### src/rtl/lxs_pkg.sv
// Shared definitions for the line transfer sequencer: FSM states, transfer
// strobe bit positions and beat-count derivation.
package lxs_pkg;

    typedef enum logic [1:0] {
        IDLE = 2'd0,
        XFER = 2'd1,
        DONE = 2'd2
    } lxsState_t;

    localparam int unsigned TR_VALID = 0;
    localparam int unsigned TR_FIRST = 1;
    localparam int unsigned TR_LAST  = 2;

    function automatic int unsigned beatsOf(input int unsigned blockSize);
        return blockSize / 4;
    endfunction

endpackage

### src/rtl/lxs_beat_gen.sv
// Beat counter and word-index/address generator for one cache-line burst.
// Word index wraps inside the line so a burst never leaves its line.
module lxs_beat_gen
    import lxs_pkg::*;
#(
    parameter int unsigned BLOCK_SIZE = 32,
    localparam int unsigned BEATS = beatsOf(BLOCK_SIZE),
    localparam int unsigned IW    = $clog2(BEATS),
    localparam int unsigned OFFW  = $clog2(BLOCK_SIZE)
) (
    input  logic             clk,
    input  logic             rst,
    input  logic             load,
    input  logic             advance,
    input  logic [IW-1:0]    loadIdx,
    input  logic [31-OFFW:0] lineTag,
    output logic [IW-1:0]    widx,
    output logic [31:0]      beatAddr,
    output logic             firstBeat,
    output logic             lastBeat
);

    localparam logic [IW-1:0] LAST_CNT = IW'(BEATS - 1);

    logic [IW-1:0]    beatCnt;
    logic [IW-1:0]    startIdx;
    logic [31-OFFW:0] tagReg;

    always_ff @(posedge clk) begin
        if (rst) begin
            beatCnt  <= '0;
            startIdx <= '0;
            tagReg   <= '0;
        end else if (load) begin
            beatCnt  <= '0;
            startIdx <= loadIdx;
            tagReg   <= lineTag;
        end else if (advance) begin
            beatCnt  <= beatCnt + 1'b1;
        end
    end

    // BEATS is a power of two, so truncating the sum is the modulo wrap.
    always_comb begin
        widx      = startIdx + beatCnt;
        beatAddr  = {tagReg, widx, 2'b00};
        firstBeat = (beatCnt == '0);
        lastBeat  = (beatCnt == LAST_CNT);
    end

endmodule

### src/rtl/line_xfer_sequencer.sv
// Sequences one cache-line fill or write-back as BLOCK_SIZE/4 word beats.
// Optional macro LXS_CRITICAL_WORD_FIRST_EN starts fills at the requested word.
module line_xfer_sequencer
    import lxs_pkg::*;
#(
    parameter int unsigned BLOCK_SIZE = 32
) (
    input  logic                    clk,
    input  logic                    rst,
    input  logic                    req_valid,
    input  logic                    req_write,
    input  logic [31:0]             req_addr,
    input  logic [BLOCK_SIZE*8-1:0] req_wdata,
    output logic                    req_ready,
    output logic                    rsp_valid,
    output logic [BLOCK_SIZE*8-1:0] rsp_rdata,
    output logic                    busy,
    output logic [31:0]             addr,
    output logic                    write,
    output logic [31:0]             wdata,
    output logic [2:0]              transfer,
    input  logic [31:0]             rdata,
    input  logic                    ready
);

    localparam int unsigned BEATS = beatsOf(BLOCK_SIZE);
    localparam int unsigned IW    = $clog2(BEATS);
    localparam int unsigned OFFW  = $clog2(BLOCK_SIZE);

    lxsState_t state, stateNext;

    logic                    isWrite;
    logic [BLOCK_SIZE*8-1:0] wLine;
    logic [BLOCK_SIZE*8-1:0] rspData;
    logic                    accept;
    logic                    advance;
    logic [IW-1:0]           loadIdx;
    logic [IW-1:0]           widx;
    logic [31:0]             beatAddr;
    logic                    firstBeat;
    logic                    lastBeat;
    logic                    unusedAddrBits;

    assign unusedAddrBits = ^req_addr[OFFW-1:0];

`ifdef LXS_CRITICAL_WORD_FIRST_EN
    assign loadIdx = req_write ? '0 : req_addr[OFFW-1:2];
`else
    assign loadIdx = '0;
`endif

    assign accept  = req_valid && req_ready;
    assign advance = (state == XFER) && ready;

    lxs_beat_gen #(
        .BLOCK_SIZE(BLOCK_SIZE)
    ) beatGen (
        .clk      (clk),
        .rst      (rst),
        .load     (accept),
        .advance  (advance),
        .loadIdx  (loadIdx),
        .lineTag  (req_addr[31:OFFW]),
        .widx     (widx),
        .beatAddr (beatAddr),
        .firstBeat(firstBeat),
        .lastBeat (lastBeat)
    );

    always_ff @(posedge clk) begin
        if (rst) begin
            state <= IDLE;
        end else begin
            state <= stateNext;
        end
    end

    always_ff @(posedge clk) begin
        if (rst) begin
            isWrite <= 1'b0;
            wLine   <= '0;
            rspData <= '0;
        end else begin
            if (accept) begin
                isWrite <= req_write;
                wLine   <= req_wdata;
            end
            if (advance && !isWrite) begin
                rspData[{widx, 5'b00000} +: 32] <= rdata;
            end
        end
    end

    assign rsp_rdata = rspData;

    // Outputs are gated by rst so the reset cycle itself shows an idle interface.
    always_comb begin
        stateNext = state;
        req_ready = 1'b0;
        rsp_valid = 1'b0;
        busy      = 1'b0;
        addr      = '0;
        write     = 1'b0;
        wdata     = '0;
        transfer  = '0;
        case (state)
            IDLE: begin
                req_ready = 1'b1;
                if (req_valid) stateNext = XFER;
            end
            XFER: begin
                busy               = 1'b1;
                addr               = beatAddr;
                write              = isWrite;
                wdata              = wLine[{widx, 5'b00000} +: 32];
                transfer[TR_VALID] = 1'b1;
                transfer[TR_FIRST] = firstBeat;
                transfer[TR_LAST]  = lastBeat;
                if (ready && lastBeat) stateNext = DONE;
            end
            DONE: begin
                busy      = 1'b1;
                rsp_valid = 1'b1;
                stateNext = IDLE;
            end
            default: stateNext = IDLE;
        endcase
        if (rst) begin
            req_ready = 1'b0;
            rsp_valid = 1'b0;
            busy      = 1'b0;
            addr      = '0;
            write     = 1'b0;
            wdata     = '0;
            transfer  = '0;
        end
    end

endmodule

### config.mk
export PLATFORM = sky130hd
export DESIGN_NAME = line_xfer_sequencer
export DESIGN_NICKNAME = d
export VERILOG_FILES = /design/src/rtl/lxs_pkg.sv /design/src/rtl/lxs_beat_gen.sv /design/src/rtl/line_xfer_sequencer.sv
export SDC_FILE = /design/constraint.sdc
export NUM_CORES = 1
export LEC_CHECK = 0
export CORE_AREA = 5 5 248 250
export CTS_CLUSTER_DIAMETER = 40
export DETAILED_ROUTE_END_ITERATION = 6
export DIE_AREA = 0 0 253 255
export PLACE_DENSITY = 0.76
export SLEW_MARGIN = 20
export SYNTH_ARGS = -nofsm -noshare
export SYNTH_HDL_FRONTEND = slang
export SYNTH_SLANG_ARGS = --single-unit
### constraint.sdc
create_clock -name clk -period 2.9 [get_ports clk]
set_clock_uncertainty 0.05 [all_clocks]
set_input_delay 0.435 -clock clk [delete_from_list [all_inputs] [get_ports clk]]
set_output_delay 0.435 -clock clk [all_outputs]
set_load 0.01 [all_outputs]
[Yosys cells after proc, flatten, opt, wreduce, memory -nomap -nowiden]
Index checks and enable logic that the tools add are counted.
Storage, ports and cells
  register bits: 545
  bits of input ports: 325
  output and inout port bits: 327
  word-level logic and storage cells: 44
Operators by class
  add/sub/neg operators: 2
  equal/unequal tests: 5
  shifts and indexed selects: 3
  multiplexer cells: 18
  reduce and logical (&&, ||, !) cells: 10
Operators by type and width (count)
  bitwise mux 256 bit: 1
  variable shift 32 x 10 -> 256 bit, first input constant: 1
  indexed part select 256 x 9 -> 32 bit: 1
  indexed part select 32 x 10 -> 256 bit: 1
  2-to-1 mux 32 bit: 4
  negation 8 -> 10 bit: 1
  2-to-1 mux 1 bit: 8
  2-to-1 mux 3 bit: 2
  logical AND 1 bit: 4
  2-to-1 mux 2 bit: 2
  case mux 2 bit (2 select lines): 1
  OR reduction 2 bit: 2
  adder 3 x 1 -> 3 bit, second input constant: 1
  == test 3 bit, second input constant: 1
  zero test 3 bit: 1
  == test 2 x 1 -> 1 bit, second input constant: 1
  == test 2 bit, second input constant: 1
  zero test 2 bit: 1
  inequality test 2 x 1 -> 1 bit, second input constant: 1
  inequality test 2 bit, second input constant: 1
  AND reduction 2 bit: 1
  zero test 1 bit: 1

[Longest topological paths before layout]
Gate-level depths: netlist (run 1).
  depth in word-level cells: 5
  depth in mapped cells: 11
  gate-level depth less buffers: 6

[Modules after synthesis]
From an unflattened synthesis (run 1), not the netlist that was laid out.
Second synthesis, totals
  cells, all modules: 2698
  area, all modules: 23645.2 sq um
Modules (own cells, without submodules)
  line_xfer_sequencer: times used 1, cells each 2572, area an instance 22285.1 sq um, seq. area each 10309.9 sq um
  lxs_beat_gen: times used 1, cells each 126, area an instance 1360.1 sq um, seq. area each 660.6 sq um

[Least setup slack after synthesis (run 1)]
OpenSTA, ideal clock, no wires.
  path kind: register to register
  from: register beatGen.beatCnt[1]
  to: register rspData[100], in the netlist rsp_rdata[100]
  setup time: 0.121 ns
  arrival time: 2.234 ns
  data required time: 2.729 ns
  slack: 0.494 ns
  cell stages (with the launch flop): 11
  path buffers: 4
  period minus slack after synthesis: 2.406 ns
  path through: dfxtp_1 > buf_2 > buf_2 > buf_2 > inv_1 > ha_1 > ha_1 > o31a_1 > nand3_2 > buf_4 > mux2i_1
On the way
  cells in the longest elaborated chain, start to end: 3
  elaborated cells between the ends (all ways): 4
  those cells by class: add/sub: 1; shift: 2; mux: 1
RTL lines
  start: declaration: RTL line lxs_beat_gen.sv:25  | logic [IW-1:0] beatCnt;
  start signal: assignment: RTL line lxs_beat_gen.sv:39  | beatCnt <= beatCnt + 1'b1;
  negation 8 -> 10 bit (*): RTL line line_xfer_sequencer.sv:89  | rspData[{widx, 5'b00000} +: 32] <= rdata;
  indexed part select 32 x 10 -> 256 bit / variable shift 32 x 10 -> 256 bit (equally long branches): RTL line line_xfer_sequencer.sv:89
  bitwise mux 256 bit (*): RTL line line_xfer_sequencer.sv:89
  end signal: indexed assignment: RTL line line_xfer_sequencer.sv:89
  end: declaration: RTL line line_xfer_sequencer.sv:34  | logic [BLOCK_SIZE*8-1:0] rspData;
Every way passes the cells marked *; elsewhere a longest branch is shown, timed or not.
A chain may end at the register's enable or synchronous reset.

[Worst setup path in the final report (run 1)]
  from: register state[1]
  to: output port wdata[19]
On the way
  cells in the longest elaborated chain, start to end: 3
RTL lines
  start: declaration: RTL line line_xfer_sequencer.sv:30  | lxsState_t state, stateNext;
  start signal: assignment: RTL line line_xfer_sequencer.sv:74  | state <= stateNext;
  == test 2 x 1 -> 1 bit: RTL line line_xfer_sequencer.sv:106  | case (state)
  2-to-1 mux 32 bit: RTL line line_xfer_sequencer.sv:106
  2-to-1 mux 32 bit: RTL line line_xfer_sequencer.sv:128  | if (rst) begin
  end: declaration: RTL line line_xfer_sequencer.sv:20  | output logic [31:0] wdata,
Every way passes these cells.

==> flow_metrics.tcl, run 1 <==
set metrics [dict create \
    status "completed" \
    vias 17400 \
    cts_buffer_depth 3 \
    nFillCells 4859 \
    setup_viol 0 \
    fmax_mhz 355 \
    p_switching_w 0.00492 \
    min_period_ps 2820 \
    htreeDepth 3 \
    multi_input_area_sq_um 9950 \
    grtUsageTotal_pct 22.3 \
    holdPathStages 3 \
    initial_core_util_pct 36.7 \
    wirelength_mm 76.3 \
    synth_top_family_by_area "multiplexers" \
    gp_congestion 0.883 \
    io_buffers 644 \
    die_w_microns 253 \
    die_y_microns 255 \
    num_io_pins 652 \
    seq_power_share_pct 39.9 \
    cp-end-kind "output pin" \
    ant_nets 0 \
    syn_to_final_growth_pct 49.2 \
    r2r_cells 9 \
    seq_area_sq_um 10900 \
    cts.clk_slew.worst_paths_ps 50 \
    grt_pass1_vias 18200 \
    ys_ff_latch 545 \
    core-area_sq_um 58800 \
    synth_adder_area_share_pct 0.637 \
    clkLatencyLatePin_ps 610 \
    period_share_pct 97.3 \
    synthSimpleGateAreaFrac_pct 13.1 \
    grt_max_degree 235 \
    layout-drive-gt1-share_pct 13.7 \
    synth_xor_area_share_pct 0.0405 \
    crit_chain "inv_2 > ha_4 > clkinvlp_4 > nor3_4 > buf_4 > buf_12 > a22o_1 > clkdlybuf4s15_1" \
    power_leakage_nw 13.1 \
    stdcell_count 3359 \
    synth_compound_area_share_pct 13.2 \
    critPathKind "reg -> out" \
    drc 0 \
    final_common_cell "clkdlybuf4s50_1" \
    grt_pass1_wl_mm 111 \
    antenna_found_initial 13 \
    worst_slew_pin_slew_ps 759 \
    cts_tree "yes" \
    relSlewSlack_pct 49.4 \
    synth_cells 1855 \
    drt_pre_antenna_iters 7 \
    clockPowerShare_pct 50.8 \
    syn_area_sq_um 21600 \
    async_flop_share_pct 0 \
    overflow 0 \
    place.detailed.hpwl_mm 54.9 \
    ys_seq_area_share_pct 50.5 \
    worstPathMaxFanout 16 \
    p_int_w 0.0153 \
    synth.distinct_cells 38 \
    power.total_w 0.0202 \
    slowest_delay_ps 320 \
    synth_top_flop_cell "dfxtp_1" \
    routedWlPerCell_microns 22.7 \
    cp_slowest_cell "dfxtp_1" \
    synth_edf_count 0 \
    ir_drop_mv 0.487 \
    fin_nets 2841 \
    hold_class "in -> reg" \
    die-area_sq_um 64500 \
    cp.required_ps 2410 \
    rows 89 \
    dp.cells 3167 \
    fin_hold_ws_ps 270 \
    startpoint_type "flip-flop" \
    p_per_area_nw_per_um2 628 \
    finalHoldViolCount 0 \
    maxSlewViolCount 0 \
    synth.avg_cell_area_sq_um 11.6 \
    pwr-share-comb_pct 9.3 \
    layout_common_cells "clkdlybuf4s50_1 (577), dfxtp_1 (543), a22o_1 (312), nand2b_1 (290), mux2i_1 (256)" \
    maxCapViolCount 0 \
    fin_util_pct 54.8 \
    rrSetupSlack_ps 360 \
    numCtsBuffers 84 \
    p_sw_share_pct 24.3 \
    first_iter_violations 848 \
    ys.warnings.count 0 \
    root_buffer "clkbuf_16" \
    clock_sink_count 545 \
    synth.mux.area_fraction_pct 18.5 \
    viasPerCell 5.19 \
    arrival_ps 2340 \
]
[timing repair]
| item | CTS | global route |
|---|---|---|
| resized for setup | 139 | 41 |
| endpoints found under the setup margin | 66 | 57 |
| pin swaps | 3 | 3 |
| hold buffers | 0 | 0 |
| gates cloned | 5 | 1 |
| buffers inserted | 14 | 6 |
[cell families (layout without fill, tap and decap cells)]
family	after synthesis	in the layout
AO/OA/AOI/OAI	325	325
buffers and inverters	170	889
AND/OR/NAND/NOR	482	482
multiplexers	320	320
flip-flops	545	545
XOR/XNOR	1	1
other	1	13
adder cells (fa/ha/maj)	11	11
[worst max-delay path, delay by kind of cell, from the launching register on]
kind            cells  cell delay [ps]
fa+ha+maj           1              170
compound gates      1              150
flops               1              320
simple gates        1              230
buf+inv             5              860
[synthesized netlist by cell type (all sizes together), types with 9 or more instances]
cell type	count	area share, %
a22o	316	13
and2	30	0.87
buf	89	2.6
clkbuf	75	1.3
dfxtp	545	50
ha	11	0.64
mux2i	256	12
mux4	64	6.7
nand2	97	1.7
nand2b	290	8.4
nand3	9	0.28
nor2b	35	1.0
[cell type report]
cell class | count | area share [%]
sequential | 545 | 33.9
multi-input combinational | 1141 | 30.9
timing repair buffer | 727 | 23.0
clock buffer | 100 | 7.02
tap | 773 | 3.00
clock inverter | 56 | 2.10
antenna | 11 | 0.0854
inverter | 6 | 0.0815
[power groups by stage]
stage	clock [W]	sequential, W	combinational (W)
global placement	0	0.00821	0.00173
detailed placement	0	0.00823	0.00178
global route	0.0109	0.00810	0.00202
floorplan	0	0.00815	0.000946
finish	0.0103	0.00808	0.00189
CTS	0.0105	0.00807	0.00187
[worst paths after layout]
kind                                    from                              end
min reg2reg  beatGen.tagReg[22]$_SDFFE_PP0P_  beatGen.tagReg[22]$_SDFFE_PP0P_
min                                      rst  beatGen.beatCnt[1]$_SDFFE_PP0N_
max                    state[1]$_SDFFE_PP0P_                        wdata[19]
max reg2reg  beatGen.beatCnt[0]$_SDFFE_PP0N_        rsp_rdata[5]$_SDFFE_PP0P_
[metal layers]
| layer | vias up | part of all wire, % | GRT usage [%] |
|---|---|---|---|
| met1 | 8467 | 38 | 25.7 |
| met2 | 766 | 49 | 37.5 |
| met5 | - | 0.017 | 0 |
| met3 | 168 | 8.6 | 6.84 |
| met4 | 2 | 4.8 | 11.9 |
| li1 | 8021 | - | - |
[per-stage QoR]
stage,TNS [ps],area [sq um],worst slack (ps)
2_1_floorplan,0,21600,494
3_3_place_gp,0,28900,129
3_5_place_dp,0,28900,98.6
4_1_cts,-95.8,32200,-62.3
5_1_grt,-16.0,32200,-13.1
6_report,0,32200,79.2
[state kept, by name (all words and copies together) (netlist names)]
name             count
beatGen.tagReg      27
wLine              256
state                2
isWrite              1
rsp_rdata          256
beatGen.beatCnt      3
No activity file was read; power rests on OpenSTA's default activity.
==> inputs of run 2 (changes only) <==
- REMOVE_ABC_BUFFERS: not set -> 1
==> run 2 against run 1 <==
Wire length up 2.7%; final area grew 1.0%; combinational power is essentially flat; register-to-register slack got worse by 20 ps; critical path depth fell by 1; non-clock buffer count rose by 9; via count up 1.8%; sequential power hardly changed; global-route usage increased by 0.45 points; largest power group unchanged.
==> flow_metrics.tcl, run 2 (same netlist as run 1, synthesis figures left out) <==
set metrics [dict create \
    cts.clk_slew.worst_paths_ps 50 \
    grt_pass1_vias 18400 \
    htreeDepth 3 \
    drt_pre_antenna_iters 7 \
    setup_ws_ps 0.489 \
    numCtsBuffers 84 \
    clockPowerShare_pct 50.7 \
    hold_class "in -> reg" \
    num_io_pins 652 \
    drc 0 \
    maxCapViolCount 0 \
    grt_pass1_wl_mm 114 \
    min_period_ps 2900 \
    root_buffer "clkbuf_16" \
    nFillCells 4832 \
    fin_util_pct 55.4 \
    clkLatencyLatePin_ps 620 \
    p_sw_share_pct 24.8 \
    die_w_microns 253 \
    cts_buffer_depth 3 \
    relSlewSlack_pct 50.0 \
    rsz0062_at_grt "yes" \
    period_share_pct 100 \
    cts_tree "yes" \
    power_leakage_nw 13.5 \
    worstPathMaxFanout 6 \
    critPathKind "reg -> out" \
    pwr-share-comb_pct 9.4 \
    routedWlPerCell_microns 23.1 \
    rrSetupSlack_ps 340 \
    viasPerCell 5.23 \
    p_per_area_nw_per_um2 622 \
    status "completed" \
    syn_to_final_growth_pct 50.7 \
    gp_congestion 0.887 \
    maxSlewViolCount 0 \
    power.total_w 0.0203 \
    arrival_ps 2410 \
    grt_max_degree 135 \
    core-area_sq_um 58800 \
    setup-tns-final_ps 0 \
    hold_buffers 0 \
    cp.required_ps 2410 \
    seq_power_share_pct 39.9 \
    die_y_microns 255 \
    first_iter_violations 1089 \
    layout-drive-gt1-share_pct 13.5 \
    wirelength_mm 78.3 \
    ir_drop_mv 0.450 \
    stdcell_count 3389 \
    die-area_sq_um 64500 \
    io_buffers 644 \
    fin_nets 2850 \
    final_common_cell "clkdlybuf4s50_1" \
    startpoint_type "flip-flop" \
    p_int_w 0.0152 \
    fmax_mhz 345 \
    layout_common_cells "clkdlybuf4s50_1 (582), dfxtp_1 (541), a22o_1 (312), nand2b_1 (290), mux2i_1 (256)" \
    grtUsageTotal_pct 22.8 \
    vias 17700 \
    initial_core_util_pct 36.7 \
    finalHoldViolCount 0 \
    overflow 0 \
    dp.cells 3155 \
    place.detailed.hpwl_mm 55.1 \
    p_switching_w 0.00504 \
    setup_viol 0 \
    ant_nets 0 \
    clock_sink_count 545 \
    dp_slack_ps 257 \
    cp-end-kind "output pin" \
    rows 89 \
    worst_slew_pin_slew_ps 751 \
    antenna_found_initial 28 \
]
[run 2: changes by cell type in the layout (fill, tap and decap cells not counted), sizes merged]
cell           delta
buf               +3
bufbuf            +1
bufinv            -1
clkbuf            -7
clkdlybuf4s15     -3
clkdlybuf4s50     +5
clkinv            -1
clkinvlp          -1
diode            +20
dlygate4sd2      -12
dlymetal6s2s     +21
inv               +5
[run 2: worst max-delay path: stages, from the launching register on]
cell	delay (ps)
dfxtp_4	370
buf_12	130
buf_12	120
buf_8	120
buf_6	120
mux4_2	510
a22o_4	290
buf_6	120
[run 2: path summary, 6_finish.rpt]
kind,from,endpoint,cells after the start
setup / recovery,beatGen.beatCnt[0]$_SDFFE_PP0N_,wdata[31],7
hold / removal,rst,state[0]$_SDFFE_PP0P_,2
setup reg to reg,beatGen.beatCnt[0]$_SDFFE_PP0N_,rsp_rdata[84]$_SDFFE_PP0P_,9
hold reg to reg,wLine[137]$_SDFFE_PP0P_,wLine[137]$_SDFFE_PP0P_,1
[run 2: area by class of cell]
class	instances	area (sq um)	area share, %
antenna	31	77.6	0.238
tap	773	967	2.97
timing repair buffer	736	7660	23.5
clock buffer	99	2230	6.85
sequential	545	10900	33.5
multi-input combinational	1141	9970	30.6
clock inverter	58	703	2.16
inverter	6	25.0	0.0769
[run 2: metal layers]
layer | global-route usage [%] | up-vias | part of all wire (%)
li1 | - | 8034 | -
met1 | 26.3 | 8733 | 38
met2 | 38.6 | 789 | 49
met3 | 6.44 | 176 | 7.9
met4 | 11.9 | 2 | 4.5
met5 | 0 | - | 0.017
[run 2: stage by stage]
stage / instance area (sq um) / hold WS, ps
detailed placement: 28900 / 403
floorplan: 20800 / 384
finish: 32600 / 117
global placement: 28900 / 398
CTS: 32300 / 72.3
global route: 32500 / 92.0
[run 2: power groups by stage]
stage / clock network [W] / registers, W / logic, W
after floorplan: 0 / 0.00817 / 0.000910
after global placement: 0 / 0.00820 / 0.00174
after detailed placement: 0 / 0.00821 / 0.00178
after CTS: 0.0104 / 0.00806 / 0.00188
after global routing: 0.0108 / 0.00810 / 0.00203
final: 0.0103 / 0.00808 / 0.00191
[run 2: what timing repair did]
item	in CTS	in global routing
buffers inserted	31	9
pin swaps	7	5
hold endpoints to repair	0	0
endpoints found under the setup margin	65	43
resized for setup	101	50
gates cloned	5	3
